### config.mk
export PLATFORM = sky130hd
export DESIGN_NAME = addsub_calc_display
export DESIGN_NICKNAME = d
export VERILOG_FILES = /design/src/rtl/addsub_calc_display.sv
export SDC_FILE = /design/constraint.sdc
export NUM_CORES = 1
export LEC_CHECK = 0
export CORE_UTILIZATION = 55
export CTS_CLUSTER_DIAMETER = 30
export DETAILED_ROUTE_END_ITERATION = 7
export PLACE_DENSITY = 0.85
export SYNTH_ARGS = -nofsm -noshare
export SYNTH_HDL_FRONTEND = slang
export SYNTH_SLANG_ARGS = --single-unit
### constraint.sdc
create_clock -name clk -period 3.3 [get_ports clk]
set_clock_uncertainty 0.2 [all_clocks]
set_input_delay 0.33 -clock clk [delete_from_list [all_inputs] [get_ports clk]]
set_output_delay 0.33 -clock clk [all_outputs]
set_load 0.01 [all_outputs]
### src/rtl/addsub_calc_display.sv
// Byte-entry add/subtract calculator with a paged, multiplexed 7-segment display.
// Optional macro ADDSUB_SIGNED_DISPLAY_EN: show the result as sign + magnitude.
module addsub_calc_display #(
    parameter int WIDTH         = 32,
    parameter int DIGITS        = 4,
    parameter int SCAN_DIV      = 50000,
    parameter int PAGE_INTERVAL = 100000000,
    localparam int BSW          = (WIDTH / 8 > 1) ? $clog2(WIDTH / 8) : 1
) (
    input  logic              clk,
    input  logic              rst_n,
    input  logic              en,
    input  logic [7:0]        din,
    input  logic [BSW-1:0]    byte_sel,
    input  logic              load,
    input  logic              next,
    input  logic              addorsub,
    output logic              carry,
    output logic              over,
    output logic [1:0]        state,
    output logic [DIGITS-1:0] sm_wei,
    output logic [6:0]        sm_duan,
    output logic              showSign
);

    localparam int BYTES = WIDTH / 8;
    localparam int NIBS  = WIDTH / 4;
    localparam int PAGES = (NIBS + DIGITS - 1) / DIGITS;
    localparam int PADW  = PAGES * DIGITS * 4;
    localparam int SCW   = (SCAN_DIV > 1) ? $clog2(SCAN_DIV) : 1;
    localparam int PCW   = (PAGE_INTERVAL > 1) ? $clog2(PAGE_INTERVAL) : 1;
    localparam int IDXW  = (DIGITS > 1) ? $clog2(DIGITS) : 1;
    localparam int PGW   = (PAGES > 1) ? $clog2(PAGES) : 1;

    typedef enum logic [1:0] {S_A = 2'd0, S_B = 2'd1, S_CALC = 2'd2, S_RES = 2'd3} state_t;

    state_t             state_q, state_d;
    logic [WIDTH-1:0]   a_q, a_d, b_q, b_d, r_q, r_d;
    logic               carry_q, carry_d, over_q, over_d;
    logic               load_q, next_q, load_p_q, next_p_q;
    logic [7:0]         din_q;
    logic [BSW-1:0]     sel_q;
    logic               sel_ok;
    logic [WIDTH-1:0]   b_eff;
    logic [WIDTH:0]     sum;
    logic [WIDTH-1:0]   r_disp, disp_src;
    logic [PADW-1:0]    src_pad;
    logic [31:0]        nib_pos;
    logic [3:0]         nibble;
    logic [SCW-1:0]     scan_cnt_q;
    logic [IDXW-1:0]    idx_q;
    logic [PCW-1:0]     page_cnt_q;
    logic [PGW-1:0]     page_q;
    logic [DIGITS-1:0]  sm_wei_q;
    logic [6:0]         sm_duan_q;

    function automatic logic [6:0] seg_font(input logic [3:0] n);
        logic [6:0] s;
        case (n)
            4'h0: s = 7'h3F; 4'h1: s = 7'h06; 4'h2: s = 7'h5B; 4'h3: s = 7'h4F;
            4'h4: s = 7'h66; 4'h5: s = 7'h6D; 4'h6: s = 7'h7D; 4'h7: s = 7'h07;
            4'h8: s = 7'h7F; 4'h9: s = 7'h6F; 4'hA: s = 7'h77; 4'hB: s = 7'h7C;
            4'hC: s = 7'h39; 4'hD: s = 7'h5E; 4'hE: s = 7'h79; default: s = 7'h71;
        endcase
        return ~s;
    endfunction

    // Input levels are registered once; the pulse (and its din/byte_sel) act one cycle later.
    always_ff @(posedge clk or negedge rst_n) begin
        if (!rst_n) begin
            load_q   <= 1'b0;
            next_q   <= 1'b0;
            load_p_q <= 1'b0;
            next_p_q <= 1'b0;
            din_q    <= '0;
            sel_q    <= '0;
        end else begin
            load_q   <= load;
            next_q   <= next;
            load_p_q <= load & ~load_q;
            next_p_q <= next & ~next_q;
            din_q    <= din;
            sel_q    <= byte_sel;
        end
    end

    always_ff @(posedge clk or negedge rst_n) begin
        if (!rst_n) state_q <= S_A;
        else        state_q <= state_d;
    end

    always_comb begin
        state_d = state_q;
        case (state_q)
            S_A:     if (next_p_q) state_d = S_B;
            S_B:     if (next_p_q) state_d = S_CALC;
            S_CALC:  state_d = S_RES;
            default: if (next_p_q) state_d = S_A;
        endcase
    end

    always_comb begin
        state    = state_q;
        disp_src = r_disp;
        case (state_q)
            S_A:     disp_src = a_q;
            S_B:     disp_src = b_q;
            default: ;
        endcase
    end

    assign sel_ok = 32'(sel_q) < BYTES;
    assign b_eff  = addorsub ? ~b_q : b_q;
    assign sum    = {1'b0, a_q} + {1'b0, b_eff} + {{WIDTH{1'b0}}, addorsub};

    always_comb begin
        a_d     = a_q;
        b_d     = b_q;
        r_d     = r_q;
        carry_d = carry_q;
        over_d  = over_q;
        case (state_q)
            S_A: if (load_p_q && sel_ok) a_d[8*sel_q +: 8] = din_q;
            S_B: if (load_p_q && sel_ok) b_d[8*sel_q +: 8] = din_q;
            S_CALC: begin
                r_d     = sum[WIDTH-1:0];
                carry_d = sum[WIDTH];
                over_d  = (a_q[WIDTH-1] == b_eff[WIDTH-1]) && (sum[WIDTH-1] != a_q[WIDTH-1]);
            end
            default: if (next_p_q) begin
                a_d     = '0;
                b_d     = '0;
                r_d     = '0;
                carry_d = 1'b0;
                over_d  = 1'b0;
            end
        endcase
    end

    always_ff @(posedge clk or negedge rst_n) begin
        if (!rst_n) begin
            a_q     <= '0;
            b_q     <= '0;
            r_q     <= '0;
            carry_q <= 1'b0;
            over_q  <= 1'b0;
        end else begin
            a_q     <= a_d;
            b_q     <= b_d;
            r_q     <= r_d;
            carry_q <= carry_d;
            over_q  <= over_d;
        end
    end

    assign carry = carry_q;
    assign over  = over_q;

`ifdef ADDSUB_SIGNED_DISPLAY_EN
    logic in_res;
    assign in_res   = (state_q == S_CALC) || (state_q == S_RES);
    // Negating the most-negative value wraps to itself, which reads correctly as a magnitude.
    assign r_disp   = r_q[WIDTH-1] ? ({WIDTH{1'b0}} - r_q) : r_q;
    assign showSign = in_res & r_q[WIDTH-1];
`else
    assign r_disp   = r_q;
    assign showSign = 1'b0;
`endif

    assign src_pad = PADW'(disp_src);
    assign nib_pos = 32'(page_q) * DIGITS + 32'(idx_q);
    assign nibble  = src_pad[4*nib_pos +: 4];

    always_ff @(posedge clk or negedge rst_n) begin
        if (!rst_n) begin
            scan_cnt_q <= '0;
            idx_q      <= '0;
            page_cnt_q <= '0;
            page_q     <= '0;
            sm_wei_q   <= '1;
            sm_duan_q  <= 7'h7F;
        end else begin
            if (en) begin
                if (scan_cnt_q == SCW'(SCAN_DIV - 1)) begin
                    scan_cnt_q <= '0;
                    idx_q      <= (idx_q == IDXW'(DIGITS - 1)) ? '0 : idx_q + 1'b1;
                end else begin
                    scan_cnt_q <= scan_cnt_q + 1'b1;
                end
            end
            if (state_d != state_q) begin
                page_cnt_q <= '0;
                page_q     <= '0;
            end else if (en) begin
                if (page_cnt_q == PCW'(PAGE_INTERVAL - 1)) begin
                    page_cnt_q <= '0;
                    page_q     <= (page_q == PGW'(PAGES - 1)) ? '0 : page_q + 1'b1;
                end else begin
                    page_cnt_q <= page_cnt_q + 1'b1;
                end
            end
            if (en) begin
                sm_wei_q  <= ~(DIGITS'(1) << idx_q);
                sm_duan_q <= seg_font(nibble);
            end else begin
                sm_wei_q  <= '1;
                sm_duan_q <= 7'h7F;
            end
        end
    end

    assign sm_wei  = sm_wei_q;
    assign sm_duan = sm_duan_q;

endmodule

==> flow_results.org <==
** CTS
- Root cell of the clock tree :: sky130_fd_sc_hd__clkbuf_16
- In this run, CTS created clock tree buffers numbering 17.
- Level count of the clock H-tree :: 4
- TritonCTS clock tree :: built
- CTS saw 171 sinks.
- Clk_lat worst skew :: 0.44 ns
- Number of buffers between clock root and the deepest sink :: 2
- Clk pin slew, worst setup/hold paths :: 0.08 ns

** Critical path
- At the worst endpoint, the required time is 3.46 ns.
- Worst Path Arrival :: 3.31 ns
- In this run the worst path has a maximum fanout of 17.
- The critical path is of the reg2reg type.
- The worst setup path is launched from a register.
- STA classifies the critical path endpoint as a register.

** Synth
- Synthesized Nets :: 1,200
- Number of cells produced by synthesis :: 1,132
- Cell taking the most area after synthesis :: sky130_fd_sc_hd__dfrtp_1
- For this run, the register share of the synthesized area comes to 41.9%.
- Synthesis inferred 171 register bits.
- Number of distinct standard cells referenced by the synthesized netlist :: 72
- Counting flops with an async set or reset pin after synthesis yields a share of 100%.
- Commonest cells in the netlist :: 160 x sky130_fd_sc_hd__dfrtp_1, 132 x sky130_fd_sc_hd__nand2_1, 107 x sky130_fd_sc_hd__o21ai_0
- The average instance in the mapped netlist occupies 9.05 um^2.
- Cell types occupying the most area after synthesis :: sky130_fd_sc_hd__dfrtp_1 39%, sky130_fd_sc_hd__ha_1 6.2%, sky130_fd_sc_hd__xor2_1 5.7%
- The mapped netlist covers 0.0102 mm^2.
- Area share of the largest cell type after synthesis :: 39.1%
- In the post-synthesis netlist, the cell with the most instances is sky130_fd_sc_hd__dfrtp_1.
- Most frequently used flop master after synthesis :: sky130_fd_sc_hd__dfrtp_1
- The Yosys step of the flow raised 0 warnings.
- Number of synthesized flops with an enable pin :: 0

** Placement
- In this run the cell area measured after placement is 0.0109 mm^2.
- Post-detailed-placement half-perimeter wirelength :: 17.3 mm
- Gp weighted congestion :: 0.921
- During placement, the flow inserted port buffers numbering 30.
- Worst Setup Slack post-DPL :: -0.309 ns

** STA
- Relative slew slack :: 34.2%
- Of the available clock period, the critical path in the final layout requires 95.6%.
- Setup violations remaining at the end of the flow were counted as 0.
- The number of hold-slack violations in the final timing report is 0.
- The max-slew violation total from the final report is 0.
- For this run, the top clock speed supported by timing is 317 MHz.
- Unrepaired setup endpoints after global routing :: no
- Post-route setup slack :: 0.145 ns
- Across all hold checks on the routed design, the worst slack comes to 0.123 ns.
- Post-layout minimum cycle time :: 3.15 ns
- For the pin with the worst max-slew slack, the measured transition is 0.987 ns.

** Min path
- The min-delay analysis places its worst path in the category in2reg.

** Final layout
- Number of nets in the final layout :: 1,225
- Layout overhead on the synthesized area :: 12.4%
- Ant. Diodes :: 0
- Final-layout fill cell count :: 1,417
- Final Instance Area :: 0.0115 mm^2
- Layout cells sized above 1 :: 9.66%

** Floorplan
- Floorplan Core Area :: 0.0181 mm^2
- The floorplan step defined a die boundary enclosing 0.0192 mm^2.
- From left edge to right edge, the die measures 139 um.
- Top-level port count :: 32
- Die H :: 139 um
- Once the floorplan was initialized, standard cells occupied 56.7% of the core.
- The initialized floorplan defines 49 standard-cell rows.

** Global route
- Global-route usage over all layers :: 26.4%
- Total overflow reported by the global router :: 0
- Entering global routing, the biggest net connects 85 pins.
- The number of antenna violations at the first check in global routing came to 0.
- Via count of the first global-routing pass :: 7,867
- The first global-routing pass estimated 40.1 mm of wire.

** Power and ir drop
- Power Dens Cells :: 642 mW/mm^2
- Leakage :: 0.00513 uW
- Worst IR Drop VDD :: 0.000412 V

** Detailed routing
- In this run the remaining antenna-violating nets after routing total 0.
- After detailed routing, the number of remaining DRC violations is 2.
- Across all layers, the routed design uses 8,399 vias.
- Routed WL per cell :: 17.5 um
- The detailed router finished its first iteration with 707 violations.
- The first detailed-routing pass took 7 iterations.
- Summed over all layers, the routed wires come to 24.4 mm.
- After detailed routing, the number of vias per cell comes to 6.00.

** Status
- The final reports fail on design-rule violations.
- Run status :: finished, violations left

** Flow run
- The tool flagged a number of max-cap violations equal to 0.
==> worst max-delay path, stage by stage, from the launching register on <==
cell and delay (ns):
sky130_fd_sc_hd__dfrtp_1 0.41, sky130_fd_sc_hd__inv_1 0.19, sky130_fd_sc_hd__ha_4 0.22, sky130_fd_sc_hd__buf_12 0.17, sky130_fd_sc_hd__nor2_8 0.05, sky130_fd_sc_hd__buf_4 0.16
sky130_fd_sc_hd__a211oi_1 0.27, sky130_fd_sc_hd__a311oi_1 0.13, sky130_fd_sc_hd__o31ai_2 0.34, sky130_fd_sc_hd__inv_1 0.13, sky130_fd_sc_hd__ha_1 0.30, sky130_fd_sc_hd__mux2_1 0.30
sky130_fd_sc_hd__o21ai_1 0.12, sky130_fd_sc_hd__nand2_1 0.07
==> per-stage QoR <==
step	total power (uW)	TNS, ns	cells	utilization [%]
final	7390	0	1399	63.7
after global routing	7790	0	1399	63.7
after CTS	7270	0	1397	63.3
after detailed placement	5270	-1.02	1364	60.0
after global placement	5180	-0.354	1364	60.0
after floorplan	4500	0	1132	-
==> routing by layer <==
metal	vias up	part of all wire, %	global-route usage (%)
met5	-	0	0
met4	0	2.0	9.34
met3	42	7.3	4.40
met2	310	46	40.4
met1	4041	45	37.9
li1	4006	-	-
==> placed cells by master (no fill, tap or decap), types with 5 or more instances in the layout <==
cell type,synthesis,routed
sky130_fd_sc_hd__nor2b_1,6,6
sky130_fd_sc_hd__inv_6,0,5
sky130_fd_sc_hd__a21o_1,21,21
sky130_fd_sc_hd__a21oi_1,62,62
sky130_fd_sc_hd__nand3_1,81,81
sky130_fd_sc_hd__a22oi_1,7,7
sky130_fd_sc_hd__o21ai_0,107,107
sky130_fd_sc_hd__o21bai_1,5,5
sky130_fd_sc_hd__dfrtp_1,160,160
sky130_fd_sc_hd__a211oi_1,8,7
sky130_fd_sc_hd__xor2_1,67,67
sky130_fd_sc_hd__o211ai_1,11,11
sky130_fd_sc_hd__nand2b_1,10,10
sky130_fd_sc_hd__o21ai_1,8,7
sky130_fd_sc_hd__ha_1,51,49
sky130_fd_sc_hd__nand4_1,15,15
sky130_fd_sc_hd__inv_1,72,72
sky130_fd_sc_hd__nor3_1,7,7
sky130_fd_sc_hd__clkdlybuf4s50_1,0,28
sky130_fd_sc_hd__dfstp_2,11,11
sky130_fd_sc_hd__nand2_1,132,132
sky130_fd_sc_hd__o31ai_1,7,6
sky130_fd_sc_hd__clkbuf_16,0,18
sky130_fd_sc_hd__a31oi_1,7,7
sky130_fd_sc_hd__buf_4,4,34
sky130_fd_sc_hd__xnor2_1,26,26
sky130_fd_sc_hd__and3_1,11,11
sky130_fd_sc_hd__and2_1,8,8
sky130_fd_sc_hd__a22o_1,28,28
sky130_fd_sc_hd__mux4_2,5,5
sky130_fd_sc_hd__and4_1,6,6
sky130_fd_sc_hd__nor2_1,62,62
sky130_fd_sc_hd__mux2i_1,7,7
==> cell families after synthesis <==
kind of cell               synth area share [%]
DFF                                        41.9
muxes                                      2.26
buffers and inverters                      5.71
xor gates and xnor gates                   7.95
adders and majority gates                  6.42
other                                    0.0366
AOI/OAI and AO/OA                          18.7
and+or+nand+nor                            17.0
==> worst paths after layout <==
| check | from | endpoint | slack [ns] | cells after the start |
|---|---|---|---|---|
| hold / removal | din[2] | din_q[2] | 0.12 | 1 |
| max in group asynchronous | rst_n | sm_wei[3] | 1.76 | 3 |
| hold reg to reg | load_q | load_p_q | 0.20 | 1 |
| setup reg to reg | state[0] | sm_duan[3] | 0.15 | 13 |
| min in group asynchronous | rst_n | scan_cnt_q[15] | 0.30 | 2 |
| setup / recovery | state[0] | sm_duan[3] | 0.15 | 13 |
==> where the power goes <==
| part | switching (uW) | internal [uW] | total, uW |
|---|---|---|---|
| logic | 1670 | 1080 | 2750 |
| registers | 222 | 2420 | 2640 |
| clock network | 930 | 1070 | 2000 |
| total | 2820 | 4570 | 7390 |
==> cell type report <==
cell class,count,area [um^2],area share (%)
inverter,72,270,2.35
sequential,171,4290,37.3
timing repair buffer,70,667,5.79
clock inverter,14,158,1.37
clock buffer,18,429,3.73
multi-input combinational,825,5410,47.0
tap,229,287,2.49
==> registers in the layout, indices dropped and copies added (netlist names) <==
register and flops:
sm_wei 4, state 2, page_cnt_q 27, a_q 32, sel_q 2, page_q 1
load_p_q 1, over 1, next_q 1, sm_duan 7, scan_cnt_q 16, b_q 32
next_p_q 1, r_disp 32, carry 1, load_q 1, idx_q 2, din_q 8
==> repair_timing <==
| item | CTS | global route |
|---|---|---|
| hold buffers | 1 | 0 |
| setup endpoints to repair | 3 | 5 |
| hold endpoints to repair | 70 | 0 |
| buffers inserted | 0 | 1 |
| gates resized for setup | 1 | 6 |
| cloned | 0 | 1 |
| pin swaps | 0 | 1 |
(Power assumes the default switching activity.)
